### src/rtl/lfo_del_mod.sv
// Triangle LFO producing the per-sample delay tap for var_del: phase accumulator,
// triangle fold and depth scale, then base offset and clamp to the buffer range.
module lfo_del_mod #(
  parameter  int PHASE_W    = 20,
  parameter  int TRI_W      = 8,
  parameter  int BUFR_DEPTH = 512,
  localparam int ADDR_W     = $clog2(BUFR_DEPTH)
) (
  input  logic                clk,
  input  logic                rst,
  input  logic                vld_i,
  input  logic                sync_i,
  input  logic                hold_i,
  input  logic [PHASE_W-1:0]  rate_i,
  input  logic [ADDR_W-1:0]   depth_i,
  input  logic [ADDR_W-1:0]   base_i,
  output logic [ADDR_W-1:0]   del_o,
  output logic                vld_o
);

  localparam int                PROD_W  = TRI_W + ADDR_W;
  localparam logic [ADDR_W-1:0] DEL_MAX = ADDR_W'(BUFR_DEPTH - 1);
  localparam logic [ADDR_W-1:0] DEL_MIN = ADDR_W'(1);

  typedef enum logic {ST_LOAD, ST_RUN} state_t;

  state_t               state_q,   state_d;
  logic [PHASE_W-1:0]   phase_q,   phase_d;
  logic                 pend_q,    pend_d;
  logic [PHASE_W-1:0]   rate_s_q,  rate_s_d;
  logic [ADDR_W-1:0]    depth_s_q, depth_s_d;
  logic [ADDR_W-1:0]    base_s_q,  base_s_d;
  logic                 v1_q,      v1_d;
  logic [ADDR_W-1:0]    depth1_q,  depth1_d;
  logic [ADDR_W-1:0]    base1_q,   base1_d;
  logic                 v2_q,      v2_d;
  logic [ADDR_W-1:0]    scaled2_q, scaled2_d;
  logic [ADDR_W-1:0]    base2_q,   base2_d;
  logic                 v3_q,      v3_d;
  logic [ADDR_W-1:0]    del_q,     del_d;

  logic                 sync_eff;
  logic                 reload;
  logic [PHASE_W-1:0]   rate_eff;
  logic [PHASE_W:0]     phase_sum;
  logic [TRI_W-1:0]     u_val;
  logic [TRI_W-1:0]     tri_val;
  logic [PROD_W-1:0]    prod;
  logic [ADDR_W:0]      sum3;

  // NOTE: every always_comb output gets a default first so no path infers a latch.
  always_comb begin
    state_d   = state_q;
    phase_d   = phase_q;
    pend_d    = pend_q;
    rate_s_d  = rate_s_q;
    depth_s_d = depth_s_q;
    base_s_d  = base_s_q;
    depth1_d  = depth1_q;
    base1_d   = base1_q;
    v1_d      = vld_i;
    reload    = 1'b0;

    // The first sample after reset runs on the live inputs; later ones on the shadows.
    sync_eff  = sync_i | pend_q;
    rate_eff  = (state_q == ST_LOAD) ? rate_i : rate_s_q;
    phase_sum = {1'b0, phase_q} + {1'b0, rate_eff};

    if (vld_i) begin
      pend_d   = 1'b0;
      state_d  = ST_RUN;
      depth1_d = (state_q == ST_LOAD) ? depth_i : depth_s_q;
      base1_d  = (state_q == ST_LOAD) ? base_i  : base_s_q;
      reload   = (state_q == ST_LOAD);
      if (sync_eff) begin
        phase_d = '0;
        reload  = 1'b1;
      end else if (!hold_i) begin
        phase_d = phase_sum[PHASE_W-1:0];
        reload  = reload | phase_sum[PHASE_W];
      end
      if (reload) begin
        rate_s_d  = rate_i;
        depth_s_d = depth_i;
        base_s_d  = base_i;
      end
    end else if (sync_i) begin
      pend_d = 1'b1;
    end
  end

  always_comb begin
    u_val     = phase_q[PHASE_W-2 -: TRI_W];
    tri_val   = phase_q[PHASE_W-1] ? ~u_val : u_val;
    prod      = PROD_W'(tri_val) * PROD_W'(depth1_q);
    scaled2_d = ADDR_W'(prod >> TRI_W);
    base2_d   = base1_q;
    v2_d      = v1_q;

    sum3 = {1'b0, base2_q} + {1'b0, scaled2_q};
    v3_d = v2_q;
    del_d = del_q;
    if (v2_q) begin
      if (sum3[ADDR_W])                  del_d = DEL_MAX;
      else if (sum3[ADDR_W-1:0] == '0)   del_d = DEL_MIN;
      else                               del_d = sum3[ADDR_W-1:0];
    end
  end

  // NOTE: state updates use non-blocking assignments so every flop samples pre-edge values.
  always_ff @(posedge clk) begin
    if (!rst) begin
      state_q   <= ST_LOAD;
      phase_q   <= '0;
      pend_q    <= 1'b0;
      rate_s_q  <= '0;
      depth_s_q <= '0;
      base_s_q  <= '0;
      v1_q      <= 1'b0;
      depth1_q  <= '0;
      base1_q   <= '0;
      v2_q      <= 1'b0;
      scaled2_q <= '0;
      base2_q   <= '0;
      v3_q      <= 1'b0;
      del_q     <= DEL_MIN;
    end else begin
      state_q   <= state_d;
      phase_q   <= phase_d;
      pend_q    <= pend_d;
      rate_s_q  <= rate_s_d;
      depth_s_q <= depth_s_d;
      base_s_q  <= base_s_d;
      v1_q      <= v1_d;
      depth1_q  <= depth1_d;
      base1_q   <= base1_d;
      v2_q      <= v2_d;
      scaled2_q <= scaled2_d;
      base2_q   <= base2_d;
      v3_q      <= v3_d;
      del_q     <= del_d;
    end
  end

  assign del_o = del_q;
  assign vld_o = v3_q;

endmodule

### config.mk
export PLATFORM = sky130hd
export DESIGN_NAME = lfo_del_mod
export DESIGN_NICKNAME = d
export VERILOG_FILES = /design/src/rtl/lfo_del_mod.sv
export SDC_FILE = /design/constraint.sdc
export NUM_CORES = 1
export LEC_CHECK = 0
export ABC_AREA = 1
export CAP_MARGIN = 5
export CORE_MARGIN = 2
export CORE_UTILIZATION = 46
export DETAILED_ROUTE_END_ITERATION = 8
export SLEW_MARGIN = 20
export SYNTH_ARGS = -nofsm -noshare
export SYNTH_HDL_FRONTEND = slang
export SYNTH_SLANG_ARGS = --single-unit
### constraint.sdc
create_clock -name clk -period 7.7 [get_ports clk]
set_clock_uncertainty 0.15 [all_clocks]
set_input_delay 1.54 -clock clk [delete_from_list [all_inputs] [get_ports clk]]
set_output_delay 1.54 -clock clk [all_outputs]
set_load 0.01 [all_outputs]
Yosys cells after proc, flatten, opt, wreduce, memory -nomap -nowiden
Cells that the tools add are included.

operators by class
  add/subtract/negate cells = 2
  multiply operators = 1
  equal/unequal tests = 1
  muxes and demuxes = 11
  bitwise logic cells = 5
  reduce and logical (&&, ||, !) cells = 4

operators by type and width
  kind                                                              count
  20-bit 2-to-1 mux                                                 3
  9-bit 2-to-1 mux                                                  4
  20-bit by 20-bit adder with 21-bit output                         1
  8-bit by 9-bit multiplier with 17-bit output                      1
  9-bit by 9-bit adder with 10-bit output                           1
  9-bit zero test                                                   1
  8-bit 2-to-1 mux                                                  1
  8-bit inverter                                                    1
  2-bit AND reduction                                               2
  1-bit 2-to-1 mux                                                  3
  2-bit by 1-bit != test with 1-bit output (second input constant)  1
  1-bit inverter                                                    2
  1-bit OR                                                          2
  2-bit OR reduction                                                1

storage, ports and cells
  register bits = 108
  bits of input ports = 43
  output and inout bits = 10
  logic and storage cells = 38

Longest topological paths before layout
  word-level depth = 7
  depth in mapped cells = 22
  mapped depth without buffers = 21

Worst setup path after synthesis
Ideal clock, no wire load.

  path type = register to register
  from = register phase_q[19]
  to = register scaled2_q[8]
  data arrival time = 4.329 ns
  data required time = 7.435 ns
  path slack = 3.106 ns
  stages on the path, launching flop included = 18
  path buffers = 1
  period minus slack after synthesis = 4.594 ns
  path through = dfxtp_1 buf_2 xnor2_1 nor2_1 fa_1 fa_1 fa_1 inv_1 fa_1 inv_1 ha_1 a21oi_1 o21ai_0 nand2_1 nor3b_1 nand3_1 nand2_1 nor2_1

between the ends
  word-level cells in the longest chain between the ends = 2

ends and longest elaborated chain
  item                                          RTL line  RTL
  start: declaration                            28        logic [PHASE_W-1:0] phase_q, phase_d;
  start signal: assignment                      129       phase_q <= phase_d;
  8-bit 2-to-1 mux                              94        tri_val = phase_q[PHASE_W-1] ? ~u_val : u_val;
  8-bit by 9-bit multiplier with 17-bit output  95        prod = PROD_W'(tri_val) * PROD_W'(depth1_q);
  end signal: assignment                        138       scaled2_q <= scaled2_d;
  end: declaration                              37        logic [ADDR_W-1:0] scaled2_q, scaled2_d;

No other way between the ends.
A chain may end at the register's enable or synchronous reset.

Worst setup path in the final report
  from = register phase_q[19]
  to = register scaled2_q[2]

Same word-level chain as after synthesis.

==> flow_metrics.py <==
metrics = {
    "run_status": {
        "status": "completed",
    },
    "clock_network": {
        "cts_buffer_depth": 2,
        "clock_latency_ns": 0.36,
        "clk_pin_slew_ns": 0.07,
        "post_cts_resized": 0,
        "cts.hold.buffers_added": 0,
        "cts_tree": "yes",
        "htreeDepth": 3,
        "cts_buffers": 9,
        "post_cts_buffers": 0,
        "cts_sinks": 108,
        "clock-root-buffer": "clkbuf_16",
    },
    "synthesis": {
        "synthesis.area_um2": 8390,
        "ys_ff_latch": 108,
        "yosysWarnings": 0,
        "synth_top_cell_by_area": "dfxtp_1",
        "ys_seq_area_share_pct": 25.8,
        "synthTopCellsByArea": "dfxtp_1 (26%), nand2_1 (12%), fa_1 (10%)",
        "synth_edf_count": 0,
        "synthArstFlopShare_pct": 0,
        "synth-main-ff-cell": "dfxtp_1",
        "syn_inst": 1218,
        "synth.net_count": 1367,
        "synth.top_cell.area_share_pct": 25.8,
        "syn-mean-instance-area_um2": 6.89,
        "synthDistinctLibCells": 36,
    },
    "routing": {
        "drtIter0Drc": 384,
        "viasPerCell": 5.03,
        "wl_mm": 20.6,
        "firstDrtPassIters": 5,
        "drt-wirelength-per-cell_um": 14.0,
        "drc": 0,
        "num_vias": 7424,
        "final_antenna_net_count": 0,
    },
    "timing": {
        "max_freq_mhz": 202,
        "rsz0062_at_grt": "false",
        "worst_slack_ns": 2.75,
        "drv_slew": 0,
        "slew_headroom_pct": 31.1,
        "finalCriticalPeriod_ns": 4.95,
        "fin_crit_sh_pct": 64.3,
        "tightest_slew_ns": 1.03,
        "setup_viol": 0,
        "tns_ns": 0,
        "hold_violations": 0,
    },
    "global_route": {
        "grt_max_degree": 87,
        "overflow": 0,
        "track_usage_pct": 22.0,
        "grt_pass1_wl_mm": 34.7,
        "antenna_found_initial": 0,
        "grt_pass1_vias": 6987,
    },
    "floorplanning": {
        "die_x_um": 139,
        "die_h_um": 139,
        "num_rows": 49,
        "dieArea_um2": 19300,
        "io_pins": 53,
        "start_util_pct": 46.9,
        "core_area_um2": 17900,
    },
    "worst_setup_path": {
        "cp-start-kind": "flop",
        "crit_fanout": 14,
        "required_ns": 7.83,
        "critPathArrivalTime_ns": 5.08,
        "path_class": "flop to flop",
        "cp-end-kind": "flop",
    },
    "finish": {
        "final_net_count": 1392,
        "layout_commonest_cell": "nand2_1",
        "mostFrequentLayoutCells": "nand2_1 (267), inv_1 (175), nor2_1 (154)",
        "n_fill_cell": 1828,
        "drive_above_1_share_pct": 6.81,
        "instances_no_fill": 1477,
        "antenna_cells": 0,
        "area_growth_pct": 10.4,
    },
    "power": {
        "power.total_uw": 1370,
        "worst_ir_drop_vdd_mv": 0.147,
        "power-per-cell-area_nw_per_um2": 148,
        "power.leakage_uw": 0.00457,
    },
    "placement": {
        "port_buffers": 52,
        "gp_congestion": 0.870,
        "post-place-ws_ns": 2.72,
        "dpl.hpwl_mm": 15.9,
        "dp.cells": 1461,
    },
    "flow_run": {
        "cap_violations": 0,
    },
    "worst_hold_path": {
        "hp-class": "flop to flop",
    },
}
-- report_power, final --
part           switching (uW)  total [uW]  internal, uW
sequential               22.0         616           594
combinational             189         301           112
clock                     232         457           224
-- logic make-up (layout without fill, tap and decap cells) --
group	count (synthesis)	count (layout)	synth area share (%)
buffers and inverters	225	255	11.0
adder cells (fa/ha/maj)	106	106	19.7
AO/OA/AOI/OAI	221	221	14.5
flip-flops	108	108	25.8
XOR/XNOR	6	6	0.716
AND/OR/NAND/NOR	552	552	28.4
-- sequential cells by signal (all words and copies together), names as in the netlist, 9 cells and up --
name       count
rate_s_q      20
del_o          9
base2_q        9
scaled2_q      9
depth1_q       9
base1_q        9
base_s_q       9
depth_s_q      9
phase_q       20
-- cell usage after synthesis (3+ instances only) --
| library cell | instances |
|---|---|
| nor3_1 | 5 |
| buf_12 | 3 |
| nor2_1 | 154 |
| o21bai_1 | 5 |
| xnor2_1 | 5 |
| dfxtp_1 | 108 |
| nand3b_1 | 7 |
| nor2_2 | 3 |
| a21oi_1 | 106 |
| o21a_1 | 3 |
| nand3_2 | 12 |
| or2_2 | 9 |
| inv_1 | 175 |
| inv_2 | 10 |
| fa_1 | 43 |
| nand3_1 | 71 |
| nand2_2 | 6 |
| o21ai_0 | 80 |
| buf_2 | 11 |
| a21oi_2 | 20 |
| a31oi_1 | 3 |
| nand4_1 | 12 |
| nand2_1 | 267 |
| clkbuf_1 | 22 |
| ha_1 | 63 |
-- final cells by class --
type                    instances  area [um2]  area share (%)
repair buffers                 54         528            5.70
clock buffers                   9         225            2.43
clock inverters                 7        61.3           0.662
flip-flops and latches        108        2160            23.3
inverters                     185         694            7.50
multi-input cells             885        5300            57.3
well taps                     229         287            3.09
-- critical path: stages, from the launching register on --
cell,delay [ns]
dfxtp_1,0.66
xnor2_1,0.34
or2_2,0.38
fa_1,0.53
fa_1,0.50
inv_1,0.05
fa_1,0.50
fa_1,0.49
ha_1,0.34
a21oi_1,0.24
o21a_1,0.15
nand2_1,0.14
nand2_1,0.10
nand2_1,0.07
nand2_1,0.07
nand2_1,0.05
nor2_1,0.12
-- final timing paths --
check / start / end / slack (ns) / cells after the start
worst max-delay path: phase_q[19] / scaled2_q[2] / 2.75 / 16
worst min-delay path: base1_q[2] / base2_q[2] / 0.28 / 2
worst max register to register: phase_q[19] / scaled2_q[2] / 2.75 / 16
worst min register to register: base1_q[2] / base2_q[2] / 0.28 / 2
-- per-layer routing --
layer | wire length [um] | global-route usage [%] | up-vias
li1 | - | - | 3928
met2 | 10300 | 38.6 | 117
met3 | 590 | 3.07 | 13
met1 | 9600 | 29.2 | 3366
met4 | 173 | 3.83 | 0
met5 | 0 | 0 | -
-- per-stage QoR --
stage                     util [%]  area, um2  hold WS [ns]
after floorplan                  -       8390         0.240
after global placement        50.1       8970         0.267
after detailed placement      50.1       8970         0.270
after CTS                     51.7       9260         0.286
after global routing          51.7       9260         0.316
final                         51.7       9260         0.283
Power figures use the tool's default switching activity.
